<file path="src/rtl/median9_pipe_sorter.sv">
// median9_pipe_sorter: 3-stage pipelined 3x3 rank filter.
// Row sorts -> column reduction -> median-of-3 / min / max / centre select.
// Compare-and-select only, so every result is one of the input pixels.

module median9_sort3 #(
  parameter int WIDTH  = 8,
  parameter int SIGNED = 0
) (
  input  logic [WIDTH-1:0] a,
  input  logic [WIDTH-1:0] b,
  input  logic [WIDTH-1:0] c,
  output logic [WIDTH-1:0] mn,
  output logic [WIDTH-1:0] md,
  output logic [WIDTH-1:0] mx
);
  function automatic logic lt(input logic [WIDTH-1:0] x, input logic [WIDTH-1:0] y);
    if (SIGNED != 0) return $signed(x) < $signed(y);
    else             return x < y;
  endfunction

  logic [WIDTH-1:0] lo_ab, hi_ab;

  // Order a/b, then slot c below, between or above that pair.
  always_comb begin
    lo_ab = lt(b, a) ? b : a;
    hi_ab = lt(b, a) ? a : b;
    mn    = lt(c, lo_ab) ? c : lo_ab;
    mx    = lt(hi_ab, c) ? c : hi_ab;
    md    = lt(c, lo_ab) ? lo_ab : (lt(hi_ab, c) ? hi_ab : c);
  end
endmodule

module median9_pipe_sorter #(
  parameter int WIDTH  = 8,
  parameter int SIGNED = 0
) (
  input  logic               clk,
  input  logic               rst_n,
  input  logic               ce,
  input  logic               in_valid,
  input  logic [1:0]         in_mode,
  input  logic [9*WIDTH-1:0] in_pix,
  output logic               out_valid,
  output logic [WIDTH-1:0]   out_pix,
  output logic [1:0]         out_mode
);
  localparam int STAGES = 3;

  function automatic logic lt(input logic [WIDTH-1:0] x, input logic [WIDTH-1:0] y);
    if (SIGNED != 0) return $signed(x) < $signed(y);
    else             return x < y;
  endfunction
  function automatic logic [WIDTH-1:0] min2(input logic [WIDTH-1:0] x, input logic [WIDTH-1:0] y);
    return lt(y, x) ? y : x;
  endfunction
  function automatic logic [WIDTH-1:0] max2(input logic [WIDTH-1:0] x, input logic [WIDTH-1:0] y);
    return lt(x, y) ? y : x;
  endfunction
  function automatic logic [WIDTH-1:0] med3(input logic [WIDTH-1:0] x, input logic [WIDTH-1:0] y,
                                            input logic [WIDTH-1:0] z);
    return max2(min2(x, y), min2(max2(x, y), z));
  endfunction

  logic [STAGES:1]         vld_pipe_d, vld_pipe_q;
  logic [2:0][WIDTH-1:0]   rmin_d, rmid_d, rmax_d;
  logic [2:0][WIDTH-1:0]   rmin_q, rmid_q, rmax_q;
  logic [1:0]              mode1_d, mode1_q, mode2_d, mode2_q, out_mode_d, out_mode_q;
  logic [WIDTH-1:0]        ctr1_d, ctr1_q, ctr2_d, ctr2_q;
  logic [WIDTH-1:0]        lo_d, lo_q, md_d, md_q, hi_d, hi_q;
  logic [WIDTH-1:0]        gmin_d, gmin_q, gmax_d, gmax_q;
  logic [WIDTH-1:0]        out_pix_d, out_pix_q;

  // Stage 1 datapath: one sorter per window row.
  for (genvar r = 0; r < 3; r++) begin : g_row
    median9_sort3 #(.WIDTH(WIDTH), .SIGNED(SIGNED)) u_sort (
      .a  (in_pix[(3*r)*WIDTH   +: WIDTH]),
      .b  (in_pix[(3*r+1)*WIDTH +: WIDTH]),
      .c  (in_pix[(3*r+2)*WIDTH +: WIDTH]),
      .mn (rmin_d[r]),
      .md (rmid_d[r]),
      .mx (rmax_d[r])
    );
  end

  // Valid shift register and sideband (mode, centre) travelling with the data.
  always_comb begin
    vld_pipe_d = {vld_pipe_q[STAGES-1:1], in_valid};
    mode1_d    = in_mode;
    ctr1_d     = in_pix[4*WIDTH +: WIDTH];
    mode2_d    = mode1_q;
    ctr2_d     = ctr1_q;
    out_mode_d = mode2_q;
  end

  // Stage 2: column reduction; median of 9 = med(max of mins, med of mids, min of maxes).
  always_comb begin
    lo_d   = max2(max2(rmin_q[0], rmin_q[1]), rmin_q[2]);
    md_d   = med3(rmid_q[0], rmid_q[1], rmid_q[2]);
    hi_d   = min2(min2(rmax_q[0], rmax_q[1]), rmax_q[2]);
    gmin_d = min2(min2(rmin_q[0], rmin_q[1]), rmin_q[2]);
    gmax_d = max2(max2(rmax_q[0], rmax_q[1]), rmax_q[2]);
  end

  // Stage 3: per-sample result select.
  always_comb begin
    out_pix_d = ctr2_q;
    case (mode2_q)
      2'b00:   out_pix_d = med3(lo_q, md_q, hi_q);
      2'b01:   out_pix_d = gmin_q;
      2'b10:   out_pix_d = gmax_q;
      default: out_pix_d = ctr2_q;
    endcase
  end

  // All pipeline registers advance together on ce; reset clears everything at once.
  always_ff @(posedge clk or negedge rst_n) begin
    if (!rst_n) begin
      vld_pipe_q <= '0;
      rmin_q     <= '0;
      rmid_q     <= '0;
      rmax_q     <= '0;
      mode1_q    <= '0;
      ctr1_q     <= '0;
      mode2_q    <= '0;
      ctr2_q     <= '0;
      lo_q       <= '0;
      md_q       <= '0;
      hi_q       <= '0;
      gmin_q     <= '0;
      gmax_q     <= '0;
      out_pix_q  <= '0;
      out_mode_q <= '0;
    end else if (ce) begin
      vld_pipe_q <= vld_pipe_d;
      rmin_q     <= rmin_d;
      rmid_q     <= rmid_d;
      rmax_q     <= rmax_d;
      mode1_q    <= mode1_d;
      ctr1_q     <= ctr1_d;
      mode2_q    <= mode2_d;
      ctr2_q     <= ctr2_d;
      lo_q       <= lo_d;
      md_q       <= md_d;
      hi_q       <= hi_d;
      gmin_q     <= gmin_d;
      gmax_q     <= gmax_d;
      out_pix_q  <= out_pix_d;
      out_mode_q <= out_mode_d;
    end
  end

  assign out_valid = vld_pipe_q[STAGES];
  assign out_pix   = out_pix_q;
  assign out_mode  = out_mode_q;
endmodule

</file>
<file path="config.mk">
export PLATFORM = sky130hd
export DESIGN_NAME = median9_pipe_sorter
export DESIGN_NICKNAME = d
export VERILOG_FILES = /design/src/rtl/median9_pipe_sorter.sv
export SDC_FILE = /design/constraint.sdc
export NUM_CORES = 1
export LEC_CHECK = 0
export ABC_AREA = 0
export CAP_MARGIN = 20
export CORE_ASPECT_RATIO = 0.9
export CORE_MARGIN = 1
export CORE_UTILIZATION = 35
export DETAILED_ROUTE_END_ITERATION = 8
export PLACE_DENSITY = 0.49
export SLEW_MARGIN = 0
export SYNTH_ARGS = -nofsm -noshare
export SYNTH_HDL_FRONTEND = slang
export SYNTH_SLANG_ARGS = --single-unit
</file>
<file path="constraint.sdc">
create_clock -name clk -period 12.6 [get_ports clk]
set_input_delay 1.89 -clock clk [delete_from_list [all_inputs] [get_ports clk]]
set_output_delay 1.89 -clock clk [all_outputs]
set_load 0.01 [all_outputs]
</file>
==> metrics list, run 1 <==
- Ant diodes: 0
- Setup repair after global routing missed its margin: no
* Buffers from clock root to sink, at most: 2
- Summed over all failing endpoints, the final setup total negative slack is 0 ps.
- Number of antenna violations at the first check in global routing: 0
- Hold repair after CTS inserted 0 buffers.
- Number of warnings reported in the yosys synthesis log: 0
* Largest cells by area after synthesis: sky130_fd_sc_hd__dfrtp_1, sky130_fd_sc_hd__ha_1, sky130_fd_sc_hd__mux2_2
- Endpoint class of the critical path: register
- Clock Pin Slew Worst Setup and Hold Paths: roughly 60 ps
* Initial DRC count: between 600 and 700
- Wire length after detailed routing: ~40 mm
* Worst-margin pin slew: approximately 1000 ps
- Worst Path Arrival: between 6000 and 7000 ps
* Global-route met2 utilization: 33.4%
- The tool flagged a number of max-cap violations equal to 0.
* Proportion of synthesized chip area in sequential cells: 28.6%
* Clock network latency to the later pin of the worst-skew pair: 440 ps
- STA classifies the critical path startpoint as a primary input.
* Post-Syn Instances: between 1000 and 1500
- Number of DRC violations after detailed routing: 0
- Dividing the detail-routed via count by the number of cells gives about 5.5.
- The H-tree generated during clock tree synthesis spans 4 levels.
* Row cnt: 65
* Mean instance size in the synthesized netlist: 8.89 µm²
- VDD IR-drop max: between 100 and 150 µV
- The number of different library cells used by synthesis comes to 74.
- Final max-slew violation count: 0
* Post-CTS setup buffers: 0
- The kind of cell with the highest combined delay along the critical path is compound AO/OA/AOI/OAI gates.
- Setup CP Type: in -> reg
* Core box area: between 30000 and 40000 µm²
* Worst hold slack across all endpoints: about 480 ps
- The die covers 37000 µm².
- Routed wirelength normalized by instance count: approximately 20 µm
* Register-to-register setup slack: 6210 ps
* Outcome: complete, no violations
* Library cell occupying the most area in the post-synthesis netlist: sky130_fd_sc_hd__dfrtp_1
- During I/O placement, the number of pins put on the boundary was about 90.
- Max FO, Critical Path: 21
- Synthesized area: 12700 µm²
- Across the routed clock network, the largest skew measured is 13.8 ps.
- Total leakage power: roughly 6.6 nW
* Slew Limit Headroom: a little under a third
- The tree is rooted in a sky130_fd_sc_hd__clkbuf_16.
- At the worst endpoint, the required time is between 10000 and 15000 ps.
- Placer Congestion: about 0.87
- FFs w/ async S/R, synth: 100%
* Setup violation total in the final timing report: 0
* Slowest Stage Delay on Critical Path: 690 ps
- M3 GR Usage: approximately 2.8%
- Worst-path cell with the longest stage delay: sky130_fd_sc_hd__a2111oi_0
- Buffers placed on the I/O ports in this run total 88.
- Summed over all layers, the global routing overflow is 0.
* Maximum frequency from static timing analysis: 152 MHz
- Initial core utilization: a little over a third
- PD cells: between 200 and 250 nW/µm²
- The smallest clock period supported by the final layout is computed as around 6600 ps.
* Primary FF master, synth: sky130_fd_sc_hd__dfrtp_1
- For this design, the sink count on the clock tree is approximately 150.
* Net count after synthesis: 1655
- The count of final hold-check violations is 0.
* Buffer and inverter count on the worst path: 5
* Number of buffers created by CTS: 17
- Half-perimeter wire length after placement: 31.3 mm
- From left edge to right edge, the die measures a little over 200 µm.
- Nets: around 1700
- Share of cells above drive strength 1: roughly an eighth
- Count of flip-flops with a built-in enable after synthesis: 0
* Worst min path class: reg -> reg
- # resized after CTS: 0
- The global routing stage identified its most utilized layer as met2.
- After layout, the worst path uses 52.2% of the clock period.
* Maximum number of pins on one net before global-route repair: 82
- After synthesis, the largest area contributor takes up around 29% of total cell area.
- For this run, global-route usage on met1 was measured as 31.8%.
- The synthesized design contains 145 register bits.
* Number of detailed-route iterations in the first pass: 5
- TritonCTS clock tree: built
* First-pass GRT wire length: between 60 and 70 mm
- Via count of the first global-routing pass: 10400
- Synth-to-Final Area Change: 14.5%
* Number of nets still failing antenna checks after routing: 0
- Total track usage: about 22%
- List of cells traversed by the critical path: clkdlybuf4s50_1 > inv_1 > ha_1 > a21o_1 > a21oi_1 > o21ai_1 > o21a_1 > mux2_2 > inv_1 > ha_1 > a21o_1 > a21o_1 > a2111oi_0 > and2_1 > inv_1 > o211ai_1 > buf_4 > nand3_1 > o211ai_1
- Number of vias in the routed layout: roughly 11000
* Die height: between 150 and 200 µm
-- state kept, by name, indices dropped and copies added, names as in the netlist --
name,flops
ctr2_q,8
out_pix,8
vld_pipe_q,3
ctr1_q,8
hi_q,8
mode1_q,2
lo_q,8
rmax_q,24
out_mode,2
mode2_q,2
gmin_q,8
gmax_q,8
md_q,8
rmin_q,24
rmid_q,24
-- Yosys cell counts, drive strengths merged (19+ instances only) --
cell,instances
nor2b,22
ha,151
o221ai,36
mux2,94
o21ai,93
a21oi,67
o311ai,19
o21a,25
nand3,61
dfrtp,145
inv,152
clkbuf,49
nor2,83
o211ai,27
mux2i,66
a211o,20
nand2,96
a21o,33
-- routing by layer --
layer | up-vias | share of wire (%)
li1 | 5387 | -
met1 | 5220 | 51
met2 | 190 | 44
met3 | 28 | 3.4
met4 | 0 | 1.7
met5 | - | 0
-- placed cells by master, fill, tap and decap left out, types with 5 or more instances in the layout --
master,instances
sky130_fd_sc_hd__inv_1,151
sky130_fd_sc_hd__ha_1,151
sky130_fd_sc_hd__dfrtp_1,145
sky130_fd_sc_hd__nand2_1,96
sky130_fd_sc_hd__mux2_2,93
sky130_fd_sc_hd__clkdlybuf4s50_1,86
sky130_fd_sc_hd__nor2_1,82
sky130_fd_sc_hd__o21ai_0,77
sky130_fd_sc_hd__a21oi_1,66
sky130_fd_sc_hd__mux2i_1,66
sky130_fd_sc_hd__nand3_1,61
sky130_fd_sc_hd__o221ai_1,35
sky130_fd_sc_hd__a21o_1,33
sky130_fd_sc_hd__o211ai_1,26
sky130_fd_sc_hd__o21a_1,25
sky130_fd_sc_hd__nor2b_1,22
sky130_fd_sc_hd__a211o_1,20
sky130_fd_sc_hd__a31oi_1,17
sky130_fd_sc_hd__clkbuf_16,17
sky130_fd_sc_hd__or2_2,16
sky130_fd_sc_hd__o21ai_1,15
sky130_fd_sc_hd__o311ai_0,14
sky130_fd_sc_hd__nand4_1,12
sky130_fd_sc_hd__o2111ai_1,12
sky130_fd_sc_hd__a221oi_1,9
sky130_fd_sc_hd__a211oi_1,8
sky130_fd_sc_hd__and3_1,8
sky130_fd_sc_hd__o22ai_1,8
sky130_fd_sc_hd__buf_4,8
sky130_fd_sc_hd__and2_1,7
sky130_fd_sc_hd__nand2b_1,7
sky130_fd_sc_hd__a31o_2,7
sky130_fd_sc_hd__or3_1,5
sky130_fd_sc_hd__nor3_1,5
-- tightest hold or removal path, delay by kind of cell, from the launching register on --
kind	cells	cell delay [ps]
DFF	1	340
and+or+nand+nor	1	50
AOI/OAI and AO/OA	1	60
-- power by group --
group          switching [W]  internal (W)
combinational        0.00128      0.000943
sequential          0.000159      0.000610
clock               0.000223      0.000280
total                0.00166       0.00183
-- layout make-up --
type,instances,area (µm²)
clock buffers,19,443
clock inverters,13,128
fillers,3596,20900
inverters,152,571
multi-input cells,1063,8210
flip-flops and latches,145,3630
well taps,469,587
repair buffers,96,943
-- path summary, 6_finish.rpt --
path                                        startpoint                     to  cells past startpoint
worst min register to register   gmax_q[3]$_DFFE_PN0P_  gmax_q[3]$_DFFE_PN0P_                      2
max in group asynchronous                        rst_n    md_q[5]$_DFFE_PN0P_                      2
worst min-delay path             gmax_q[3]$_DFFE_PN0P_  gmax_q[3]$_DFFE_PN0P_                      2
worst max register to register  rmid_q[11]$_DFFE_PN0P_    md_q[1]$_DFFE_PN0P_                     23
min in group asynchronous                        rst_n  ctr1_q[6]$_DFFE_PN0P_                      1
worst max-delay path                         in_pix[1]  rmin_q[3]$_DFFE_PN0P_                     19
-- kinds of logic after synthesis --
group,count (synthesis),share of synthesized area (%)
buffers and inverters,218,6.60
multiplexers,160,13.6
AO/OA/AOI/OAI,411,23.2
AND/OR/NAND/NOR,341,13.1
adder cells (fa/ha/maj),151,14.9
flip-flops,145,28.6
-- metrics by stage --
stage / cell area [µm²] / utilization (%) / instances / setup slack, ps / power [W]
floorplan: 12700 / - / 1426 / 7100 / 0.00237
global route: 14500 / 41.0 / 1957 / 5780 / 0.00381
finish: 14500 / 41.0 / 1957 / 6030 / 0.00349
CTS: 14500 / 41.0 / 1957 / 6100 / 0.00350
global placement: 13900 / 39.4 / 1924 / 5510 / 0.00296
detailed placement: 13900 / 39.4 / 1925 / 5650 / 0.00298
Power figures use the tool's default switching activity.
==> run 2: changes to the inputs <==
==> constraint.sdc (replaced) <==
create_clock -name clk -period 6.24 [get_ports clk]
set_input_delay 0.936 -clock clk [delete_from_list [all_inputs] [get_ports clk]]
set_output_delay 0.936 -clock clk [all_outputs]
set_load 0.01 [all_outputs]
==> metrics list, run 2 (synthesis results as in run 1) <==
- The flow ran to the end, and the final reports show no timing, DRC or antenna violations.
- Worst Setup Slack, final: approximately 330 ps
- Required @ worst endpoint: roughly 6600 ps
- In the final timing run, aggregate negative setup slack is 0 ps.
- Detailed placement ended at an HPWL of between 30 and 40 mm.
* Placer Congestion: between 0.8 and 0.9
- Width of the die: 203 µm
- Relative to the synthesized area, the layout overhead comes to 16.7%.
* Setup violation total in the final timing report: 0
- The number of antenna violations at the first check in global routing came to 1.
- Clock network latency to the later pin of the worst-skew pair: 430 ps
- Commonest cells after routing, fill and taps aside: sky130_fd_sc_hd__inv_1, sky130_fd_sc_hd__ha_1, sky130_fd_sc_hd__dfrtp_1, sky130_fd_sc_hd__nand2_1, sky130_fd_sc_hd__mux2_2
- Clk sinks: approximately 150
- Total track usage: approximately 22%
- After clock tree synthesis, the clock-pin slew on the worst setup and hold paths is about 70 ps.
* Setup repair after global routing missed its margin: no
- After detailed routing, the number of remaining DRC violations is 0.
- The tree is rooted in a sky130_fd_sc_hd__clkbuf_16.
* Worst setup path end: md_q[2]$_DFFE_PN0P_
- In this run the tightest slew margin relative to its limit is between 30% and 40%.
- # resized after CTS: 0
* Setup CP Type: reg -> reg
- Slowest Stage Delay on Critical Path: between 500 and 600 ps
* Worst-margin pin slew: 1020 ps
* Met3 wire length: around 1.5 mm
- Worst-path cell with the longest stage delay: sky130_fd_sc_hd__or4_1
- The worst setup path is captured at a register.
- Initial core utilization: 35.8%
- Wl on met1: slightly above 20 mm
- Ant diodes: 0
- In this run the top signal layer used is met5.
* Nets: between 1500 and 2000
- PD cells: 491 nW/µm²
* Tmin final: between 5000 and 6000 ps
* Count of endpoints failing hold in the final timing report: 0
- Total leakage power: 6.75 nW
* Post-DR vias/cell: 5.53
- Initial DRC count: 777
* Post-CTS setup buffers: 0
- The first global-routing pass estimated about 62 mm of wire.
* Number of vias in the routed layout: 11000
- In this run the number of H-tree levels came out at 4.
- Startpoint kind of the worst setup timing path: register
* Terminus of the critical flop-to-flop path: md_q[2]$_DFFE_PN0P_
- Pin placement for this block handled between 80 and 90 I/O pins.
* Registers with the highest flip-flop counts: rmax_q x24, rmid_q x24, rmin_q x24
* Area of the die: 37000 µm²
* Maximum frequency from static timing analysis: ~170 MHz
- Gr ovfl total: 0
- Via count of the first global-routing pass: between 10000 and 15000
- Wire length after detailed routing: 39.5 mm
* Max FO, Critical Path: 9
- Across the run, the number of max-cap violations was 0.
- The number of clock buffers added by TritonCTS is 17.
- Maximum number of pins on one net before global-route repair: between 100 and 150
- Buffers inserted to repair hold after CTS numbered 0.
* Share of cells above drive strength 1: a little over an eighth
* Buffers from clock root to sink, at most: 2
- Worst Path Arrival: approximately 6200 ps
- Number of detailed-route iterations in the first pass: 5
- The worst register-to-register path has a depth of 22.
- Metal2 WL: 16.8 mm
* VDD IR-drop max: between 200 and 300 µV
- Register-to-register setup slack: approximately 330 ps
* Die height: 183 µm
- TritonCTS built the clock tree.
- The final critical path takes up 94.6% of the cycle.
- Routed wirelength normalized by instance count: ~20 µm
* Pre-CTS setup slack: approximately 270 ps
- Source of the critical timing path: rmid_q[3]$_DFFE_PN0P_
- List of cells traversed by the critical path: ha_1 > a21o_1 > a21oi_1 > a21boi_4 > nor2_4 > mux2_2 > inv_1 > ha_1 > a21oi_1 > a21boi_0 > or4_1 > nor4_2 > nor3_4 > mux2i_1 > ha_1 > a21o_1 > a21o_1 > a221oi_1 > inv_1 > a311o_2 > o21a_1 > o311ai_1
- After floorplanning, the core was divided into 65 placement rows.
* Worst min path class: reg -> reg
- The worst register-to-register path begins at rmid_q[3]$_DFFE_PN0P_.
- The clock arrives with approximately 10 ps of skew.
- Core box area: 35400 µm²
- Final max-slew violation count: 0
- Quantity of I/O buffers inserted on ports: between 80 and 90
- Number of nets still failing antenna checks after routing: 0
-- run 2: changes by cell type in the layout (fill, tap and decap cells not counted), sizes merged --
cell      before  now
bufinv         1    4
clkbuf        19   21
clkinvlp       3    2
inv          156  154
buf           10   34
clkinv         5    3
-- run 2: layout make-up --
cell class                 count  area (µm²)
inverter                     152         571
fill                        3582       20600
sequential                   145        3630
timing repair buffer         120        1140
clock inverter                11         175
tap                          469         587
clock buffer                  21         480
multi-input combinational   1063        8210
-- run 2: where the power goes --
group	switching, W	internal [W]
Sequential	0.000286	0.00123
Combinational	0.00263	0.00196
Clock	0.000436	0.000716
-- run 2: worst min-delay path by stage --
| stage | start | cells past startpoint | to |
|---|---|---|---|
| 2_1_floorplan | gmax_q[3]$_DFFE_PN0P_ | 2 | gmax_q[3]$_DFFE_PN0P_ |
| 3_3_place_gp | gmax_q[4]$_DFFE_PN0P_ | 2 | gmax_q[4]$_DFFE_PN0P_ |
| 3_5_place_dp | gmax_q[6]$_DFFE_PN0P_ | 2 | gmax_q[6]$_DFFE_PN0P_ |
| 4_1_cts | gmax_q[1]$_DFFE_PN0P_ | 2 | gmax_q[1]$_DFFE_PN0P_ |
| 5_1_grt | gmax_q[3]$_DFFE_PN0P_ | 2 | gmax_q[3]$_DFFE_PN0P_ |
| 6_report | gmax_q[6]$_DFFE_PN0P_ | 2 | gmax_q[6]$_DFFE_PN0P_ |
-- run 2: critical path: cells and delay by family, from the launching register on --
kind                       cells  cell delay, ps
adders and majority gates      3             840
and+or+nand+nor                4            1250
muxes                          2             620
DFF                            1             400
buffers and inverters          2             140
AOI/OAI and AO/OA             11            2550
-- run 2: layer usage --
metal	global-route usage, %	vias up
met5	0	-
met2	32.4	226
li1	-	5416
met4	5.80	2
met3	2.84	32
met1	32.7	5282
-- run 2: through the flow --
| step | hold WS [ps] | instance area (µm²) | total power, W | utilization, % | cells |
|---|---|---|---|---|---|
| 2_1_floorplan | 446 | 12700 | 0.00478 | - | 1426 |
| 3_3_place_gp | 460 | 14100 | 0.00605 | 39.9 | 1949 |
| 3_5_place_dp | 471 | 14100 | 0.00608 | 39.9 | 1949 |
| 4_1_cts | 486 | 14800 | 0.00727 | 41.8 | 1981 |
| 5_1_grt | 519 | 14800 | 0.00789 | 41.8 | 1981 |
| 6_report | 480 | 14800 | 0.00726 | 41.8 | 1981 |
